$ cat src/rtl/uart_pkg.sv
// uart_pkg
//   Definitions shared by the UART transmitter and receiver: the frame
//   state encoding and the parity mode selectors.
//   No ports; import with "import uart_pkg::*;".
package uart_pkg;

   typedef enum logic [2:0] {
      IDLE,
      START,
      DATA,
      PARITY,
      STOP
   } uart_state_t;

   localparam int PAR_NONE = 0;
   localparam int PAR_EVEN = 1;
   localparam int PAR_ODD  = 2;

endpackage

$ cat src/rtl/uart_baud_gen.sv
// UartBaudGen (module uart_baud_gen)
//   Free-running bit-period counter. It produces a one-cycle tick at the
//   last cycle of every serial bit. The receiver reuses it with a half-bit
//   offset, so the counter restarts from zero whenever clr is high.
// Ports
//   clk   in   system clock, rising edge
//   rst   in   asynchronous reset, active low
//   clr   in   hold/restart the counter at zero
//   tick  out  high while the count equals CLKS_PER_BIT-1
module uart_baud_gen #(
   parameter int CLKS_PER_BIT = 16
) (
   input  logic clk,
   input  logic rst,
   input  logic clr,
   output logic tick
);

   localparam int CW = $clog2(CLKS_PER_BIT);

   logic [CW-1:0] cnt;

   assign tick = (cnt == CW'(CLKS_PER_BIT - 1));

   // The counter wraps to zero on its own tick rather than overflowing.
   // This keeps every bit exactly CLKS_PER_BIT cycles long even when
   // CLKS_PER_BIT is not a power of two.
   always_ff @(posedge clk or negedge rst) begin
      if (!rst) begin
         cnt <= '0;
      end else if (clr || tick) begin
         cnt <= '0;
      end else begin
         cnt <= cnt + CW'(1);
      end
   end

endmodule

$ cat src/rtl/uart_tx.sv
// UartTx (module uart_tx)
//   Serial transmitter. It accepts one parallel word per start strobe and
//   shifts it out as start bit, data LSB first, optional parity bit, and
//   stop bit(s). tx and busy come straight from flops, so tx never glitches
//   and has no combinational path from en or data.
// Ports
//   clk   in   system clock, rising edge
//   rst   in   asynchronous reset, active low
//   en    in   start strobe, looked at only while busy is low
//   data  in   word to send, captured on the accepted en cycle
//   tx    out  serial line, idle high
//   busy  out  high from the cycle after acceptance until the frame ends
module uart_tx
   import uart_pkg::*;
#(
   parameter int CLKS_PER_BIT = 16,
   parameter int DATA_BITS    = 8,
   parameter int PARITY       = 0,
   parameter int STOP_BITS    = 1
) (
   input  logic                 clk,
   input  logic                 rst,
   input  logic                 en,
   input  logic [DATA_BITS-1:0] data,
   output logic                 tx,
   output logic                 busy
);

   localparam int IW = $clog2(DATA_BITS);

   uart_state_t          state_q, state_d;
   logic [DATA_BITS-1:0] shift_q, shift_d;
   logic [IW-1:0]        idx_q, idx_d;
   logic                 stop_q, stop_d;
   logic                 par_q, par_d;
   logic                 tx_d, busy_d;
   logic                 tick;

   // The bit counter is held at zero while idle. Every later state change
   // happens on a tick, where the counter wraps to zero by itself, so each
   // state starts its bit period from a zero count.
   uart_baud_gen #(
      .CLKS_PER_BIT(CLKS_PER_BIT)
   ) baudGen (
      .clk (clk),
      .rst (rst),
      .clr (state_q == IDLE),
      .tick(tick)
   );

   // State and datapath registers. tx and busy are registered here so that
   // both change on the clock edge after the decision that sets them.
   always_ff @(posedge clk or negedge rst) begin
      if (!rst) begin
         state_q <= IDLE;
         shift_q <= '0;
         idx_q   <= '0;
         stop_q  <= 1'b0;
         par_q   <= 1'b0;
         tx      <= 1'b1;
         busy    <= 1'b0;
      end else begin
         state_q <= state_d;
         shift_q <= shift_d;
         idx_q   <= idx_d;
         stop_q  <= stop_d;
         par_q   <= par_d;
         tx      <= tx_d;
         busy    <= busy_d;
      end
   end

   // Next-state logic. tx_d is the value the line must carry in the bit
   // being entered. For that reason, on a data tick it takes shift_q[1],
   // which is the new LSB after the right shift. The parity of the captured
   // word is computed once at acceptance, so later changes on data cannot
   // reach the frame. The PARITY state name is scoped explicitly because the
   // PARITY parameter hides the imported name.
   always_comb begin
      state_d = state_q;
      shift_d = shift_q;
      idx_d   = idx_q;
      stop_d  = stop_q;
      par_d   = par_q;
      tx_d    = tx;
      busy_d  = busy;
      case (state_q)
         IDLE: begin
            if (en) begin
               shift_d = data;
               par_d   = (PARITY == PAR_ODD) ? ~^data : ^data;
               idx_d   = '0;
               state_d = START;
               tx_d    = 1'b0;
               busy_d  = 1'b1;
            end
         end
         START: begin
            if (tick) begin
               state_d = DATA;
               tx_d    = shift_q[0];
            end
         end
         DATA: begin
            if (tick) begin
               if (idx_q == IW'(DATA_BITS - 1)) begin
                  if (PARITY != PAR_NONE) begin
                     state_d = uart_pkg::PARITY;
                     tx_d    = par_q;
                  end else begin
                     state_d = STOP;
                     stop_d  = 1'b0;
                     tx_d    = 1'b1;
                  end
               end else begin
                  idx_d   = idx_q + IW'(1);
                  shift_d = shift_q >> 1;
                  tx_d    = shift_q[1];
               end
            end
         end
         uart_pkg::PARITY: begin
            if (tick) begin
               state_d = STOP;
               stop_d  = 1'b0;
               tx_d    = 1'b1;
            end
         end
         STOP: begin
            if (tick) begin
               if (stop_q == 1'(STOP_BITS - 1)) begin
                  state_d = IDLE;
                  busy_d  = 1'b0;
               end else begin
                  stop_d = 1'b1;
               end
            end
         end
         default: begin
            state_d = IDLE;
            tx_d    = 1'b1;
            busy_d  = 1'b0;
         end
      endcase
   end

endmodule
$ cat config.mk
export PLATFORM = sky130hd
export DESIGN_NAME = uart_tx
export DESIGN_NICKNAME = d
export VERILOG_FILES = /design/src/rtl/uart_pkg.sv /design/src/rtl/uart_baud_gen.sv /design/src/rtl/uart_tx.sv
export SDC_FILE = /design/constraint.sdc
export NUM_CORES = 1
export LEC_CHECK = 0
export CORE_MARGIN = 2
export CORE_UTILIZATION = 50
export CTS_BUF_LIST = sky130_fd_sc_hd__clkbuf_4
export CTS_CLUSTER_DIAMETER = 100
export DETAILED_ROUTE_END_ITERATION = 8
export PLACE_DENSITY_LB_ADDON = 0.15
export SLEW_MARGIN = 20
export SYNTH_ARGS = -nofsm -noshare
export SYNTH_HDL_FRONTEND = slang
export SYNTH_HIERARCHICAL = 1
export SYNTH_SLANG_ARGS = --single-unit
$ cat constraint.sdc
create_clock -name clk -period 5.72 [get_ports clk]
set_clock_uncertainty 0.2 [all_clocks]
set_input_delay 0.858 -clock clk [delete_from_list [all_inputs] [get_ports clk]]
set_output_delay 0.858 -clock clk [all_outputs]
set_load 0.1 [all_outputs]
Yosys cells after proc, flatten, opt, wreduce, memory -nomap -nowiden. Cells that the tools add are included.

Flip-flop bits (word level): 21. Output and inout port bits: 2. Logic and storage cells: 68.

Add/subtract/negate cells: 2. Equality and inequality tests: 14. Muxes and demuxes: 33. Bitwise logic cells: 2. Reduce and logical (&&, ||, !) cells: 10.

Operators by type and width (number): $mux W3 (10); $mux W8 (3); $pmux W8 S2 (1); $pmux W3 S5 (1); $mux W1 (13); $reduce_and A5 Y1 (2); $ne A2 B1 Y1 const B (4); $ne A2 B2 Y1 const B (4); $reduce_and A4 Y1 (2); $reduce_and A7 Y1 (1); $eq A3 B2 Y1 const B (2); $eq A3 B3 Y1 const B (2); $pmux W1 S3 (2); $pmux W3 S2 (1); $pmux W1 S5 (1); $add A4 B1 Y4 const B (1); $eq A4 B4 Y1 const B (1); $mux W4 (1); $add A3 B1 Y3 const B (1); $eq A3 B1 Y1 const B (1); $logic_not A3 Y1 (1); $reduce_bool A3 Y1 (1); $reduce_or A3 Y1 (1); $not A1 Y1 (2); other kinds (2) (2).

Depth between registers and ports, before layout. Gate-level depths: netlist of run 1.

Depth after elaboration: 4. Gate-level depth with buffers: 6. Depth with buffers taken out: 5.

By module. The synthesis of run 1 kept the hierarchy.

Modules (own cells, without submodules): uart_tx (times used 1, cells each 72, area each 920.9 um^2, sequential area each 401.6 um^2); uart_baud_gen (times used 1, cells each 13, area each 171.4 um^2, sequential area each 100.1 um^2).

Worst setup path after synthesis of run 1. OpenSTA, ideal clock, no wires.

Path kind: reg-to-reg. Start: register idx_q[0]. End: register shift_q[0]. Library setup time: 125 ps. Data arrival time: 1666 ps. Required time: 5395 ps. Path slack: 3729 ps. Stages on the path, launching flop included: 7. Path buffers: 1. Clock period less this slack: 1991 ps. Cells stage by stage: dfrtp_1 ha_1 ha_1 nand3b_4 a211oi_4 buf_12 mux2_4.

Cells in the longest elaborated chain, start to end: 3.

RTL lines: start, declared (RTL line uart_tx.sv:33) `logic [IW-1:0] idx_q, idx_d;`; start signal, assigned (RTL line uart_tx.sv:65) `idx_q <= idx_d;`; $eq A3 B3 Y1 (RTL line uart_tx.sv:106) `if (idx_q == IW'(DATA_BITS - 1)) begin`; $ne A2 B2 Y1 (no source line); $reduce_and A4 Y1 (no source line); end signal, assigned (RTL line uart_tx.sv:64) `shift_q <= shift_d;`; end, declared (RTL line uart_tx.sv:32) `logic [DATA_BITS-1:0] shift_q, shift_d;`.

No other way between the ends. A chain may end at the register's enable or synchronous reset.

Final worst setup path of run 1.
Start: register tx. End: output port tx.

RTL lines: start, declared (RTL line uart_tx.sv:25) `output logic tx,`; start signal, assigned (RTL line uart_tx.sv:68) `tx <= tx_d;`.

No word-level cell between the ends.

==> flow_summary.ini, run 1 <==
[global_route]
top_usage_layer = met2
grt_pass1_wl_um = 2910
antenna_found_initial = 0
met3_usage = 0.0268
grt_util_met1 = 0.198
grt_start_max_net_pins = 21
grt_overflow = 0
grt_pass1_vias = 662
grt_use_total = 0.149
gr-usage-met2 = 0.250

[clock_network]
numCtsBuffers = 3
clock_latency_ps = 290
hold_buffers = 0
clock_sinks = 20
cts_max_level = 1
cts_max_path_buffers = 2
cts.reportedPaths.clkPinSlew_ps = 110
tritoncts = built
post-cts-setup-buffer-count = 0
root_buffer = clkbuf_4
cts_resized = 0

[synthesis]
ys_seq_elements = 20
yosysTopAreaCellShare = 0.435
synth_cell_types = 34
synth_fp_nets = 99
synth_seq_area_share = 0.459
syn_inst = 85
synth.area.top_cells = dfrtp_1, mux2_4, mux2_1
synth-edff-count = 0
synth.avg_cell_area_um2 = 12.9
yosysTopAreaCell = dfrtp_1
synthArstFlopShare = 1.00
syn_area_um2 = 1090
yosys_warnings = 6
yosys_most_used_dff = dfrtp_1

[pwr]
powerDensity_nw_per_um2 = 184
finalPower_uw = 227
peakVddDrop_mv = 0.112
p_leak_uw = 0.000525

[layout]
fin_area_um2 = 1230
fin_nets = 112
area_growth_pct = 13.1
layout-drive-gt1-share = 0.186
nFillCells = 175
seqCellArea_um2 = 502
final_cell_mix = dfrtp_1, clkdlybuf4s50_1, mux2_4
diodes = 0
multi_input_area_um2 = 542
final_common_cell = dfrtp_1

[route]
firstDrtPassIters = 4
drtIter0Drc = 9
final_antenna_net_count = 0
wl_um = 1620
drt-vias-per-instance = 5.44
routed-via-count = 674
wl_per_cell_um = 13.0
drc = 0

[floorplan]
rows = 16
core_um2 = 2000
die-area_um2 = 2570
initial_utilization = 0.546
ios = 13
die_h_um = 50.7
floorplan.die.width_um = 50.7

[timing]
min_period_ps = 3000
final-hold-violation-count = 0
slew_headroom = 0.361
timing.final.crit_share = 0.525
maxSlewViolCount = 0
setup_violations = 0
tightest_slew_ps = 956
fin_ws_ps = 2720
rsz0062_at_grt = false
whs_ps = 301
max_freq_mhz = 333
timing.setup.tns_ps = 0

[worst_setup_path]
path_max_fanout = 2
slowest_delay_ps = 1120
regToRegSetupSlack_ps = 3310
cp.arrival_ps = 1950
critical_path_required_ps = 4660
path_cells = clkdlybuf4s50_1
cp_num_buf_inv = 1
cp_top_family = buffers and inverters
critPathLaunchType = flop
cp-end-kind = output pin
crit_type = flop to output pin
crit_slowest_cell = clkdlybuf4s50_1

[hold_path]
hp-class = flop to flop

[place]
place_hpwl_um = 1190
port-buffer-count = 12
globalplace.congestion = 0.702
placed_cell_area_um2 = 1210
dp_slack_ps = 2840

[flow_run]
cap_violations = 0

[run_status]
status = finished, final reports clean
-- Yosys cell counts (2+ instances only) --
cell / count
a21oi_1: 3
a31oi_1: 2
buf_2: 2
dfrtp_1: 19
ha_1: 3
inv_1: 3
mux2_1: 7
mux2_4: 8
mux2i_1: 2
nand2_1: 3
nand2b_1: 3
nand3b_1: 3
nor2_1: 2
nor3_1: 3
o21ai_1: 3
-- through the flow --
stage,util,cells
final,0.617,124
after detailed placement,0.604,120
after global routing,0.617,124
after global placement,0.604,120
after floorplan,-,85
after CTS,0.617,124
-- worst paths after layout --
check / start / to / cells after the start
setup reg to reg: baudGen/cnt[0] / idx_q[0] / 5
hold reg to reg: baudGen/cnt[0] / baudGen/cnt[0] / 1
min in group asynchronous: rst / state_q[0] / 1
setup / recovery: tx / tx / 1
hold / removal: baudGen/cnt[0] / baudGen/cnt[0] / 1
max in group asynchronous: rst / state_q[1] / 1
-- registers in the layout (all words and copies together), names as in the netlist --
register and count:
baudGen/cnt 4, busy 1, idx_q 3, shift_q 8, state_q 3, tx 1
-- kinds of logic after synthesis --
| family | share of synthesized area |
|---|---|
| AND/OR/NAND/NOR | 0.151 |
| multiplexers | 0.211 |
| buffers and inverters | 0.0447 |
| AO/OA/AOI/OAI | 0.0916 |
| adder cells (fa/ha/maj) | 0.0344 |
| XOR/XNOR | 0.00802 |
| flip-flops | 0.459 |
-- routing by layer --
layer | share of wire | wire length (µm)
met5 | 0 | 0
met4 | 0.0062 | 10
met3 | 0.035 | 56
met2 | 0.45 | 731
met1 | 0.51 | 817
-- report_power, final --
| part | switching, µW | leakage (µW) | internal [µW] |
|---|---|---|---|
| sequential | 1.50 | 0.000230 | 144 |
| clock | 40.1 | 0.0000154 | 25.3 |
| combinational | 5.19 | 0.000280 | 10.9 |
| total | 46.8 | 0.000525 | 180 |
-- area by class of cell --
cell class | instances | share of cell area
clock buffer | 3 | 0.0182
clock inverter | 1 | 0.00304
inverter | 3 | 0.00912
multi-input combinational | 58 | 0.439
sequential | 20 | 0.406
tap | 27 | 0.0274
timing repair buffer | 12 | 0.0973
Note: power is estimated with default switching activity, not from simulation.
==> run 2, diff against run 1 <==
clock period = 3.1 ns   (was 5.72 ns; I/O delays follow)
==> run 2 against run 1 <==
Compared with the run above:
- setup slack lost 2000 ps
- clock-buffer cell count is the same
- wire length increased by 12%
- die area is the same
- largest cell class unchanged
- largest power group unchanged
==> flow_summary.ini, run 2 (same netlist as run 1, synthesis figures left out) <==
[timing]
fin_ws_ps = 689
slew_headroom = 0.402
final-hold-violation-count = 0
timing.setup.tns_ps = 0
min_period_ps = 2410
setup_violations = 0
timing.final.crit_share = 0.778
maxSlewViolCount = 0
max_freq_mhz = 415
tightest_slew_ps = 895
rsz0062_at_grt = false

[route]
drt-vias-per-instance = 5.33
final_antenna_net_count = 0
wl_um = 1810
firstDrtPassIters = 3
drc = 0
drtIter0Drc = 1
routed-via-count = 666
wl_per_cell_um = 14.4

[worst_setup_path]
cp-end-kind = flop
crit_type = flop to flop
path_max_fanout = 10
critPathLaunchType = flop
critical_path_required_ps = 3110
cp.arrival_ps = 2420

[global_route]
grt_start_max_net_pins = 21
grt_overflow = 0
grt_use_total = 0.166
antenna_found_initial = 0
grt_pass1_wl_um = 3080
grt_pass1_vias = 664

[clock_network]
root_buffer = clkbuf_4
hold_buffers = 0
clock_sinks = 20
clock_latency_ps = 290
post-cts-setup-buffer-count = 0
cts_max_path_buffers = 2
tritoncts = built
cts.reportedPaths.clkPinSlew_ps = 110
cts_resized = 0
numCtsBuffers = 3
cts_max_level = 1

[floorplan]
initial_utilization = 0.546
ios = 13
rows = 16
core_um2 = 2000
die-area_um2 = 2570
floorplan.die.width_um = 50.7
die_h_um = 50.7

[place]
place_hpwl_um = 1290
dp_slack_ps = 626
port-buffer-count = 12
placed_cell_area_um2 = 1210
globalplace.congestion = 0.708

[layout]
layout-drive-gt1-share = 0.214
largest_reg_flops = 8
final_util = 0.618
largest_register = shift_q
final_common_cell = dfrtp_1
area_growth_pct = 13.3
top_regs = shift_q: 8 flops, baudGen/cnt: 4 flops
fin_nets = 113
final_cell_mix = dfrtp_1, clkdlybuf4s50_1, mux2_4
fin_area_um2 = 1240
diodes = 0

[hold_path]
hp-class = flop to flop

[pwr]
p_leak_uw = 0.000530
peakVddDrop_mv = 0.259
powerDensity_nw_per_um2 = 339

[flow_run]
cap_violations = 0

[run_status]
status = finished, final reports clean
-- run 2: final timing paths --
kind                                startpoint              to  slack (ps)  cells after the start
worst max-delay path                  idx_q[0]        idx_q[2]         690                      6
worst min-delay path            baudGen/cnt[0]  baudGen/cnt[0]         300                      1
worst max register to register        idx_q[0]        idx_q[2]         690                      6
worst min register to register  baudGen/cnt[0]  baudGen/cnt[0]         300                      1
max in group asynchronous                  rst            busy        1680                      1
min in group asynchronous                  rst      shift_q[1]         460                      1
-- run 2: cell type report --
type,count,area [µm²]
fill,170,764
inverter,3,11.3
timing repair buffer,13,123
clock buffer,3,22.5
tap,27,33.8
clock inverter,1,3.75
sequential,20,502
multi-input combinational,58,542
-- run 2: through the flow --
| step | instances | power [µW] | hold WS (ps) |
|---|---|---|---|
| after CTS | 125 | 428 | 303 |
| final | 125 | 420 | 298 |
| after detailed placement | 121 | 304 | 289 |
| after global routing | 125 | 444 | 324 |
| after global placement | 121 | 303 | 280 |
| after floorplan | 85 | 284 | -30.6 |
-- run 2: critical path, stage by stage (launching register included) --
cell and delay [ps]:
dfrtp_1 430, ha_1 220, ha_1 210, nand3b_4 170
a211oi_4 660, buf_4 240, mux2i_1 190
-- run 2: report_power, final --
group	switching, µW	internal [µW]
clock	74.8	46.8
combinational	9.89	20.2
sequential	2.82	265
total	87.5	332
-- run 2: metal layers --
metal	global-route usage	share of wire
met3	0.0268	0.032
met1	0.203	0.48
met4	0.0811	0.0066
met5	0	0
met2	0.283	0.48
